==> src/rtl/address_bus_arbiter.sv <==
// address_bus_arbiter: N-master arbiter and registered driver for the shared
// memory address bus. It issues one address at a time with a valid/ready
// handshake. Arbitration is fixed priority (lowest index wins) or round-robin.
//
// state | meaning
// IDLE  | no transaction outstanding, mem_valid low
// BUSY  | mem_addr/mem_owner presented with mem_valid high, waiting for mem_ready
module address_bus_arbiter #(
  parameter int ADDR_W      = 19,
  parameter int NUM_MASTERS = 3,
  parameter bit RR_MODE     = 1'b0,
  localparam int OW         = (NUM_MASTERS > 1) ? $clog2(NUM_MASTERS) : 1
) (
  input  logic                          clk_i,
  input  logic                          rst_i,
  input  logic [NUM_MASTERS-1:0]        req_i,
  input  logic [NUM_MASTERS*ADDR_W-1:0] req_addr_i,
  output logic [NUM_MASTERS-1:0]        gnt_o,
  output logic [NUM_MASTERS-1:0]        done_o,
  output logic [ADDR_W-1:0]             mem_addr_o,
  output logic                          mem_valid_o,
  input  logic                          mem_ready_i,
  output logic [OW-1:0]                 mem_owner_o
);

  typedef enum logic {IDLE = 1'b0, BUSY = 1'b1} state_t;

  state_t                 state_q;
  logic [NUM_MASTERS-1:0] gnt_q;
  logic [NUM_MASTERS-1:0] done_q;
  logic [ADDR_W-1:0]      mem_addr_q;
  logic                   mem_valid_q;
  logic [OW-1:0]          owner_q;
  logic [OW-1:0]          rr_ptr_q;

  logic                   complete;
  logic [NUM_MASTERS-1:0] done_vec;
  logic [NUM_MASTERS-1:0] elig;
  logic                   win_found;
  logic [OW-1:0]          win_idx;
  logic [ADDR_W-1:0]      win_addr;
  logic [OW-1:0]          rr_ptr_d;

  // Completing master is masked out so it cannot be re-granted on its own done edge
  always_comb begin
    complete = (state_q == BUSY) && mem_ready_i;
    done_vec = '0;
    if (complete) done_vec[owner_q] = 1'b1;
    elig = req_i & ~done_vec;
  end

  // Winner search: from index 0 (fixed) or from the RR pointer with wrap (round-robin)
  always_comb begin
    int j;
    j         = 0;
    win_found = 1'b0;
    win_idx   = '0;
    for (int k = 0; k < NUM_MASTERS; k++) begin
      if (RR_MODE) j = (int'(rr_ptr_q) + k) % NUM_MASTERS;
      else         j = k;
      if (!win_found && elig[j]) begin
        win_found = 1'b1;
        win_idx   = OW'(j);
      end
    end
    win_addr = req_addr_i[win_idx*ADDR_W +: ADDR_W];
    rr_ptr_d = (int'(win_idx) == NUM_MASTERS - 1) ? '0 : win_idx + 1'b1;
  end

  // Transaction FSM with registered handshake, grant and done outputs
  always_ff @(posedge clk_i) begin
    if (rst_i) begin
      state_q     <= IDLE;
      gnt_q       <= '0;
      done_q      <= '0;
      mem_addr_q  <= '0;
      mem_valid_q <= 1'b0;
      owner_q     <= '0;
      rr_ptr_q    <= '0;
    end else begin
      gnt_q  <= '0;
      done_q <= done_vec;
      if (state_q == IDLE || complete) begin
        if (win_found) begin
          mem_addr_q     <= win_addr;
          owner_q        <= win_idx;
          mem_valid_q    <= 1'b1;
          gnt_q[win_idx] <= 1'b1;
          rr_ptr_q       <= rr_ptr_d;
          state_q        <= BUSY;
        end else begin
          mem_valid_q <= 1'b0;
          state_q     <= IDLE;
        end
      end
    end
  end

  assign gnt_o       = gnt_q;
  assign done_o      = done_q;
  assign mem_addr_o  = mem_addr_q;
  assign mem_valid_o = mem_valid_q;
  assign mem_owner_o = owner_q;

endmodule
==> config.mk <==
export PLATFORM = sky130hd
export DESIGN_NAME = address_bus_arbiter
export DESIGN_NICKNAME = d
export VERILOG_FILES = /design/src/rtl/address_bus_arbiter.sv
export SDC_FILE = /design/constraint.sdc
export NUM_CORES = 1
export LEC_CHECK = 0
export ABC_CLOCK_PERIOD_IN_PS = 1910
export CAP_MARGIN = 20
export CORE_ASPECT_RATIO = 1.75
export CORE_MARGIN = 2
export CORE_UTILIZATION = 35
export CTS_CLUSTER_DIAMETER = 200
export DETAILED_ROUTE_END_ITERATION = 10
export GPL_ROUTABILITY_DRIVEN = 0
export PLACE_DENSITY = 0.78
export SLEW_MARGIN = 25
export SYNTH_ARGS = -nofsm -noshare
export SYNTH_HDL_FRONTEND = slang
export SYNTH_SLANG_ARGS = --single-unit
==> constraint.sdc <==
create_clock -name clk_i -period 1.91 [get_ports clk_i]
set_clock_uncertainty 0.2 [all_clocks]
set_input_delay 0.2865 -clock clk_i [delete_from_list [all_inputs] [get_ports clk_i]]
set_output_delay 0.2865 -clock clk_i [all_outputs]
set_load 0.01 [all_outputs]
Word level (Yosys, flattened, before mapping)
Index checks and enable logic that the tools add are counted.

storage, ports and cells
  register bits after elaboration = 28
  latch bits = 0
  RAM bits = 0
  ROM bits = 0
  bits of input ports = 63
  output and inout bits = 28
  logic and storage cells = 37
  memories = 0

operators by class
  add/sub/neg operators = 0
  $mul = 1
  div/mod/pow operators = 0
  $lt $le $gt $ge = 4
  equality and inequality tests = 0
  shifts and indexed selects = 1
  multiplexer cells = 11
  bitwise logic cells = 5
  reductions and logical operators = 10

operators by type and width
  cell                                                                                  count
  57-bit by 8-bit variable part select with 19-bit output                               1
  2-bit by 5-bit multiplier with 7-bit output (second input constant)                   1
  1-bit 2-to-1 mux                                                                      7
  2-bit by 3-bit less-than comparator with 1-bit output (second input constant)         2
  1-bit logical AND                                                                     5
  1-bit demux with 2-bit select                                                         2
  2-bit by 1-bit greater-or-equal comparator with 1-bit output (second input constant)  2
  3-bit AND                                                                             1
  3-bit 2-to-1 mux                                                                      1
  1-bit NOT                                                                             3
  3-bit NOT                                                                             1
  3-bit OR reduction                                                                    1
  1-bit logical NOT                                                                     2
  2-bit 2-to-1 mux                                                                      1
  2-bit AND reduction                                                                   1
  1-bit logical OR                                                                      1

Longest topological paths before layout
Gate-level depths: netlist (run 1).

  word-level depth = 18
  mapped depth = 6
  mapped depth without buffers = 5

Worst setup path after synthesis (run 1)
No wires, ideal clock.

  path type = flip-flop to flip-flop
  start = reg owner_q[0], in the netlist mem_owner_o[0]
  end = reg owner_q[1], in the netlist mem_owner_o[1]
  setup time = 114 ps
  arrival = 1499 ps
  required time = 1596 ps
  slack = 97 ps
  cell stages (with the launch flop) = 7
  buffers on the path = 1
  clock period less this slack = 1813 ps
  path through = dfxtp_1 -> mux2_4 -> o22ai_4 -> a21oi_1 -> buf_2 -> and2_1 -> a21o_1

on the way
  word-level cells in the longest chain between the ends = 15
  elaborated cells on any way between the ends = 17
  those cells by class = order compare (2); mux (7); bitwise (2); reduce/logical (6)

ends and longest elaborated chain
  item                                                                                                                                                         line  text
  from (decl)                                                                                                                                                  33    logic [OW-1:0] owner_q;
  from (signal assigned)                                                                                                                                       86    owner_q <= win_idx;
  2-bit by 3-bit less-than comparator with 1-bit output (implied by the code) or 2-bit by 1-bit greater-or-equal comparator with 1-bit output (tied branches)  48    if (complete) done_vec[owner_q] = 1'b1;
  1-bit logical AND (implied by the code)                                                                                                                      48
  1-bit 2-to-1 mux (implied by the code)                                                                                                                       48
  1-bit demux with 2-bit select (*)                                                                                                                            48
  3-bit 2-to-1 mux (*)                                                                                                                                         48
  3-bit NOT (*)                                                                                                                                                49    elig = req_i & ~done_vec;
  3-bit AND (*)                                                                                                                                                49
  1-bit 2-to-1 mux                                                                                                                                             61    if (!win_found && elig[j]) begin
  1-bit logical NOT                                                                                                                                            61
  1-bit logical AND                                                                                                                                            61
  1-bit 2-to-1 mux                                                                                                                                             61
  1-bit logical NOT                                                                                                                                            61
  1-bit logical AND                                                                                                                                            61
  1-bit 2-to-1 mux                                                                                                                                             61
  2-bit AND reduction (no line)                                                                                                                                -

Mark *: on every way between the ends. The rest lies on a longest branch, timed or not.
A chain may end at the register's enable or synchronous reset.

Final worst setup path (run 1)
  start = reg owner_q[0], in the netlist mem_owner_o[0]
  end = reg mem_addr_q[15], in the netlist mem_addr_o[15]

on the way
  word-level cells in the longest chain between the ends = 16
  elaborated cells on any way between the ends = 20
  those cells by class = mul (1); order compare (2); shift (1); mux (8); bitwise (2); reduce/logical (6)

ends and longest elaborated chain
  item                                                                                                                                                         line  text
  2-bit by 3-bit less-than comparator with 1-bit output (implied by the code) or 2-bit by 1-bit greater-or-equal comparator with 1-bit output (tied branches)  48
  1-bit logical AND (implied by the code)                                                                                                                      48
  1-bit 2-to-1 mux (implied by the code)                                                                                                                       48
  1-bit demux with 2-bit select (*)                                                                                                                            48
  3-bit 2-to-1 mux (*)                                                                                                                                         48
  3-bit NOT (*)                                                                                                                                                49
  3-bit AND (*)                                                                                                                                                49
  1-bit 2-to-1 mux                                                                                                                                             61
  1-bit logical NOT                                                                                                                                            61
  1-bit logical AND                                                                                                                                            61
  1-bit 2-to-1 mux                                                                                                                                             61
  1-bit logical NOT                                                                                                                                            61
  1-bit logical AND                                                                                                                                            61
  2-bit 2-to-1 mux                                                                                                                                             61
  2-bit by 5-bit multiplier with 7-bit output                                                                                                                  66    win_addr = req_addr_i[win_idx*ADDR_W +: ADDR_W];
  57-bit by 8-bit variable part select with 19-bit output                                                                                                      66
  to (signal assigned)                                                                                                                                         85    mem_addr_q <= win_addr;
  to (decl)                                                                                                                                                    31    logic [ADDR_W-1:0] mem_addr_q;

Marks and branches as above.

==> out/qor.txt, run 1 <==
Routed WL: 5090 µm
DRC viols: 0
Placed cell count: 290
Routed Antenna Nets: 0
Port buffer count: 90
Fin cells: 304
Warnings from Yosys: 0
Leak pwr: 0.00107 µW
Max Fanout on Critical Path: 10
WP data required: 1.88 ns
Worst Setup Slack, final: -0.0548 ns
Layout cells sized above 1: 26.2%
Worst vdd ir: 434 µV
Remaining Overflow, GRT: 0
Commonest cells after routing, fill and taps aside: 87 x clkdlybuf4s50_1, 25 x dfxtp_1, 23 x buf_4
# diodes: 0
Initial DRC Count: 21
Slew margin rel.: 74.9%
Slew Viols, Final: 0
Reg area: 567 µm²
Post-synthesis sequential area ratio: 41.3%
First-pass GRT wire length: 7160 µm
FP Rows: 30
CTS Buf Count: 3
PD cells: 620 nW/µm²
CTS root buf: clkbuf_8
Post-Syn Area: 1360 µm²
Reg clk slew, reported paths: 0.10 ns
Via count: 1575
Initial core utilization: 35.8%
Largest net degree at the start of global routing: 20
Min cycle time layout: 1.96 ns
Nature of the critical path startpoint: flop
Hold Path Depth: 1
WHS: 0.273 ns
Unrepaired setup endpoints after global routing: yes
Die Wd: 51.1 µm
Max Cap Viol: 0
Final Hold Violating Endpoints: 0
Net Count, Synth: 203
Share of the clock period used by the worst path: 103%
Clock tree sinks: 28
Failing checks: negative setup slack
Crit Path Category: reg2reg
Initial antenna violation count: 0
Multi-input combinational cell area: 852 µm²
Clk buf depth: 2
Vias/cell: 5.18
Avg WL per Cell: 16.8 µm
Leading cell type in the layout, fill and taps excluded: clkdlybuf4s50_1
Outcome: finished with violations
Syn-to-layout area delta: 106%
Distinct cells, synth: 27
I/O pins: 91
Final setup viols: 1
Crit. End Element: flop
R2r worst-path depth: 7
Core footprint: 3790 µm²
Die Area: 4410 µm²
Gr usage total: 21.4%
Die Ht: 86.4 µm
F_max: 0.509 GHz
Critical Path AT: 1.93 ns
Clk_lat worst skew: 0.28 ns
Fill count: 271
Mapped Avg Cell Area: 9.69 µm²
Worst-margin pin slew: 0.374 ns
CTS tree: done
DRT Pass-1 Iters: 4
HPWL Detailed: 3210 µm
H-tree depth: 1
Fin nets: 320
#FFs+latches synth: 28
Hold Path Class: reg2reg
Vias in the first global route: 1546
Cells after Synth: 140
==> final cells by class <==
class / instances / area share, %
Timing Repair Buffer: 123 / 44.5
Multi-Input combinational cell: 100 / 30.4
Sequential cell: 28 / 20.3
Tap cell: 48 / 2.15
Clock buffer: 3 / 1.48
Clock inverter: 1 / 1.07
Inverter: 1 / 0.134
==> repair_timing <==
action	in CTS	in global routing
cloned	2	2
resized for setup	4	47
hold buffers	0	0
endpoints found under the setup margin	19	22
pin swaps	1	5
buffers inserted	2	4
==> metal layers <==
layer  up-vias  routed length (µm)  GRT usage [%]
met5         -                   0              0
met4         0                  78           9.34
met3         6                 234           2.93
met2        60                2770           39.8
met1       751                2010           23.4
li1        758                   -              -
==> synth_stat cells, drive strengths merged <==
master | n | area, µm²
nor3 | 2 | 10.0
and4b | 1 | 10.0
a211oi | 20 | 163
nor3b | 1 | 7.51
and2b | 1 | 7.51
dfxtp | 28 | 561
a21o | 2 | 15.0
clkbuf | 1 | 3.75
a31oi | 1 | 6.26
nand2b | 2 | 12.5
nor2b | 19 | 119
a21oi | 2 | 10.0
buf | 10 | 60.1
inv | 1 | 3.75
nand3 | 1 | 10.0
nand4b | 1 | 8.76
nand2 | 3 | 11.3
o21ai | 19 | 95.1
o22ai | 1 | 20.0
mux2 | 1 | 15.0
nor4b | 1 | 8.76
nand3b | 1 | 20.0
o2bb2ai | 19 | 166
and2 | 2 | 12.5
==> stage by stage <==
stage               utilization [%]  setup TNS [ns]  worst slack [ns]  power [µW]  cell area [µm²]
finish                         73.8         -0.0548           -0.0548        1730             2800
global placement               64.8           -6.48            -0.349        1160             2450
floorplan                         -               0            0.0972         859             1360
CTS                            68.8               0            0.0154        1670             2610
global route                   73.8          -0.582            -0.113        1810             2800
detailed placement             64.8           -7.71            -0.401        1160             2450
==> worst paths after layout <==
check	startpoint	endpoint	slack (ns)
hold / removal	mem_addr_o[4]	mem_addr_o[4]	0.27
hold reg to reg	mem_addr_o[4]	mem_addr_o[4]	0.27
setup reg to reg	mem_owner_o[0]	mem_addr_o[15]	-0.05
setup / recovery	mem_owner_o[0]	mem_addr_o[15]	-0.05
==> critical path, cell delays in order (launching register included) <==
cell and delay [ns]:
dfxtp_4 0.38, and4b_1 0.23, a211oi_4 0.24, buf_6 0.15, buf_16 0.13, nor2b_1 0.06, a211oi_1 0.36, o2bb2ai_2 0.10
==> sequential cells by signal, indices dropped and copies added, names as in the netlist <==
signal and flops:
mem_addr_o 19, mem_valid_o 1, gnt_o 3, done_o 3, mem_owner_o 2
==> logic make-up (layout without fill, tap and decap cells) <==
kind of cell | Yosys count | after routing | share of synthesized area, %
DFF | 28 | 28 | 41.3
AOI/OAI and AO/OA | 64 | 64 | 35.1
and+or+nand+nor | 35 | 35 | 17.5
buffers and inverters | 12 | 128 | 4.98
muxes | 1 | 1 | 1.11
==> where the power goes <==
part / internal, µW / total [µW] / switching [µW] / leakage [µW]
Combinational: 363 / 588 / 225 / 0.000799
Sequential: 636 / 668 / 32.5 / 0.000232
Clock: 281 / 479 / 198 / 0.0000357
Note: power is estimated with default switching activity, not from simulation.
==> run 2, diff against run 1 <==
- CAP_MARGIN: 20 -> 30
==> results of run 2 <==
Same layout as run 1: the final DEF is identical, and so are final timing and power.
==> run 3, diff against run 2 <==
- PLACE_DENSITY: 0.78 -> 0.82
==> run 3 against run 2 <==
The run now ends clean. Cell count is 1.3% lower. Clock power is 34% lower. Critical path depth down 1. Largest power group unchanged. Highest routed layer unchanged. Critical path type unchanged. Largest cell class unchanged. Critical endpoint is now mem_addr_o[6]. Worst setup slack improved by 0.11 ns. Cell area is 6.0% lower. Register-to-register slack better by 0.11 ns. Hold slack worse by 0.0037 ns.
==> out/qor.txt, run 3 (synthesis gave the netlist of run 1 again) <==
Outcome: complete, no violations
Largest net degree at the start of global routing: 16 (-20%)
Max reg flops: 19 (unchanged)
DRT Pass-1 Iters: 3 (-1)
Clock tree sinks: 28 (unchanged)
Fill count: 308 (+14%)
Routed Antenna Nets: 0 (unchanged)
Commonest cells after routing, fill and taps aside: 87 x clkdlybuf4s50_1, 25 x dfxtp_1, 23 x buf_4
Remaining Overflow, GRT: 0 (unchanged)
Reg clk slew, reported paths: 0.09 ns (about the same)
Crit. End Element: flop
Fin nets: 317 (-0.94%)
CTS tree: done
Multi-input combinational cell area: 769 µm² (-9.7%)
Vias in the first global route: 1597 (+3.3%)
Worst Path Buf+Inv: 1 (-1)
First-pass GRT wire length: 7310 µm (+2.2%)
Avg WL per Cell: 16.5 µm (-1.5%)
Syn-to-layout area delta: 93.9%
# diodes: 0 (unchanged)
Slowest cell on crit path: dfxtp_4
Max Cap Viol: 0 (unchanged)
Hold Path Class: reg2reg
Final Hold Violating Endpoints: 0 (unchanged)
Total Power: 1520 µW (-12%)
Clk_lat worst skew: 0.27 ns (about the same)
CTS Buf Count: 3 (unchanged)
Initial DRC Count: 12 (-43%)
FP Rows: 30 (unchanged)
Die Ht: 86.4 µm (unchanged)
F_max: 0.539 GHz (+5.8%)
CTS root buf: clkbuf_8
Worst-margin pin slew: 0.290 ns (-0.0842 ns)
Core footprint: 3790 µm² (unchanged)
Die Area: 4410 µm² (unchanged)
Vias/cell: 5.11 (-1.4%)
Port buffer count: 90 (unchanged)
CTS hold repair buffers: 0 (unchanged)
PD cells: 578 nW/µm² (-6.7%)
Worst vdd ir: 414 µV (-4.5%)
Clk buf depth: 2 (unchanged)
Slew margin rel.: 80.7% (+5.8 points)
Initial antenna violation count: 0 (unchanged)
Min cycle time layout: 1.86 ns (-0.108 ns)
Share of the clock period used by the worst path: 97.2% (-5.7 points)
Placed inst area: 2450 µm² (-0.20%)
Slew Viols, Final: 0 (unchanged)
Layout cells sized above 1: 19.0% (-7.1 points)
H-tree depth: 1 (unchanged)
Crit Path Category: reg2reg
HPWL Detailed: 3570 µm (+11%)
Final Cell Area: 2630 µm² (-6.0%)
Final setup viols: 0 (-1)
Top delay family on crit path: simple AND/OR/NAND/NOR gates
I/O pins: 91 (unchanged)
Leading cell type in the layout, fill and taps excluded: clkdlybuf4s50_1
Nature of the critical path startpoint: flop
Die Wd: 51.1 µm (unchanged)
Gr usage total: 21.6% (+0.16 points)
Max Fanout on Critical Path: 6 (-4)
Max incr delay on CP: 0.37 ns (about the same)
Via count: 1533 (-2.7%)
Critical-path cell list: nand4b_1, nand2_1, and2b_2, buf_4, a211oi_1, o2bb2ai_1
Reg area: 569 µm² (+0.44%)
WP data required: 1.87 ns (about the same)
Critical Path AT: 1.82 ns (-0.11 ns)
Initial core utilization: 35.8% (unchanged)
Leak pwr: 0.000994 µW (-6.8%)
Routed WL: 4950 µm (-2.8%)
DRC viols: 0 (unchanged)
[run 3: cell count changes in the layout (fill, tap and decap cells not counted), sizes merged]
cell,delta
bufinv,-1
buf,-3
[run 3: power by group]
part           switching, µW  leakage [µW]  internal [µW]
combinational            202      0.000740            333
sequential              33.0      0.000233            635
clock                    176     0.0000216            142
total                    411      0.000994           1110
[run 3: area by class of cell]
type                       count  area share [%]
timing repair buffer         120            45.1
multi-input combinational    100            29.3
tap                           48            2.28
sequential                    28            21.6
clock buffer                   3            1.57
inverter                       1           0.143
[run 3: final timing paths]
path | from | slack, ns | cells past startpoint | endpoint
worst min register to register | mem_addr_o[14] | 0.27 | 1 | mem_addr_o[14]
worst min-delay path | mem_addr_o[14] | 0.27 | 1 | mem_addr_o[14]
worst max register to register | mem_owner_o[0] | 0.05 | 6 | mem_addr_o[6]
worst max-delay path | mem_owner_o[0] | 0.05 | 6 | mem_addr_o[6]
[run 3: layer usage]
| layer | vias to the layer above | global-route usage (%) | wire length, µm |
|---|---|---|---|
| li1 | 754 | - | - |
| met2 | 55 | 43.6 | 2810 |
| met3 | 8 | 2.07 | 183 |
| met1 | 716 | 21.0 | 1870 |
| met4 | 0 | 9.09 | 89 |
| met5 | - | 0 | 0 |
[run 3: through the flow]
step / instances / hold slack, ns / setup TNS (ns) / setup WS (ns) / utilization (%)
after global routing: 300 / 0.286 / -0.0488 / -0.0159 / 69.4
after floorplan: 140 / 0.156 / 0 / 0.0972 / -
after global placement: 291 / 0.245 / -6.77 / -0.361 / 64.6
after detailed placement: 291 / 0.250 / -7.91 / -0.417 / 64.6
final: 300 / 0.269 / 0 / 0.0534 / 69.4
after CTS: 295 / 0.272 / 0 / 0.00985 / 66.8
[run 3: timing repair]
action / in CTS / in global routing
setup endpoints to repair: 20 / 21
buffers inserted: 0 / 2
cloned: 1 / 3
pin swaps: 1 / 4
gates resized for setup: 5 / 24
hold endpoints to repair: 0 / 0
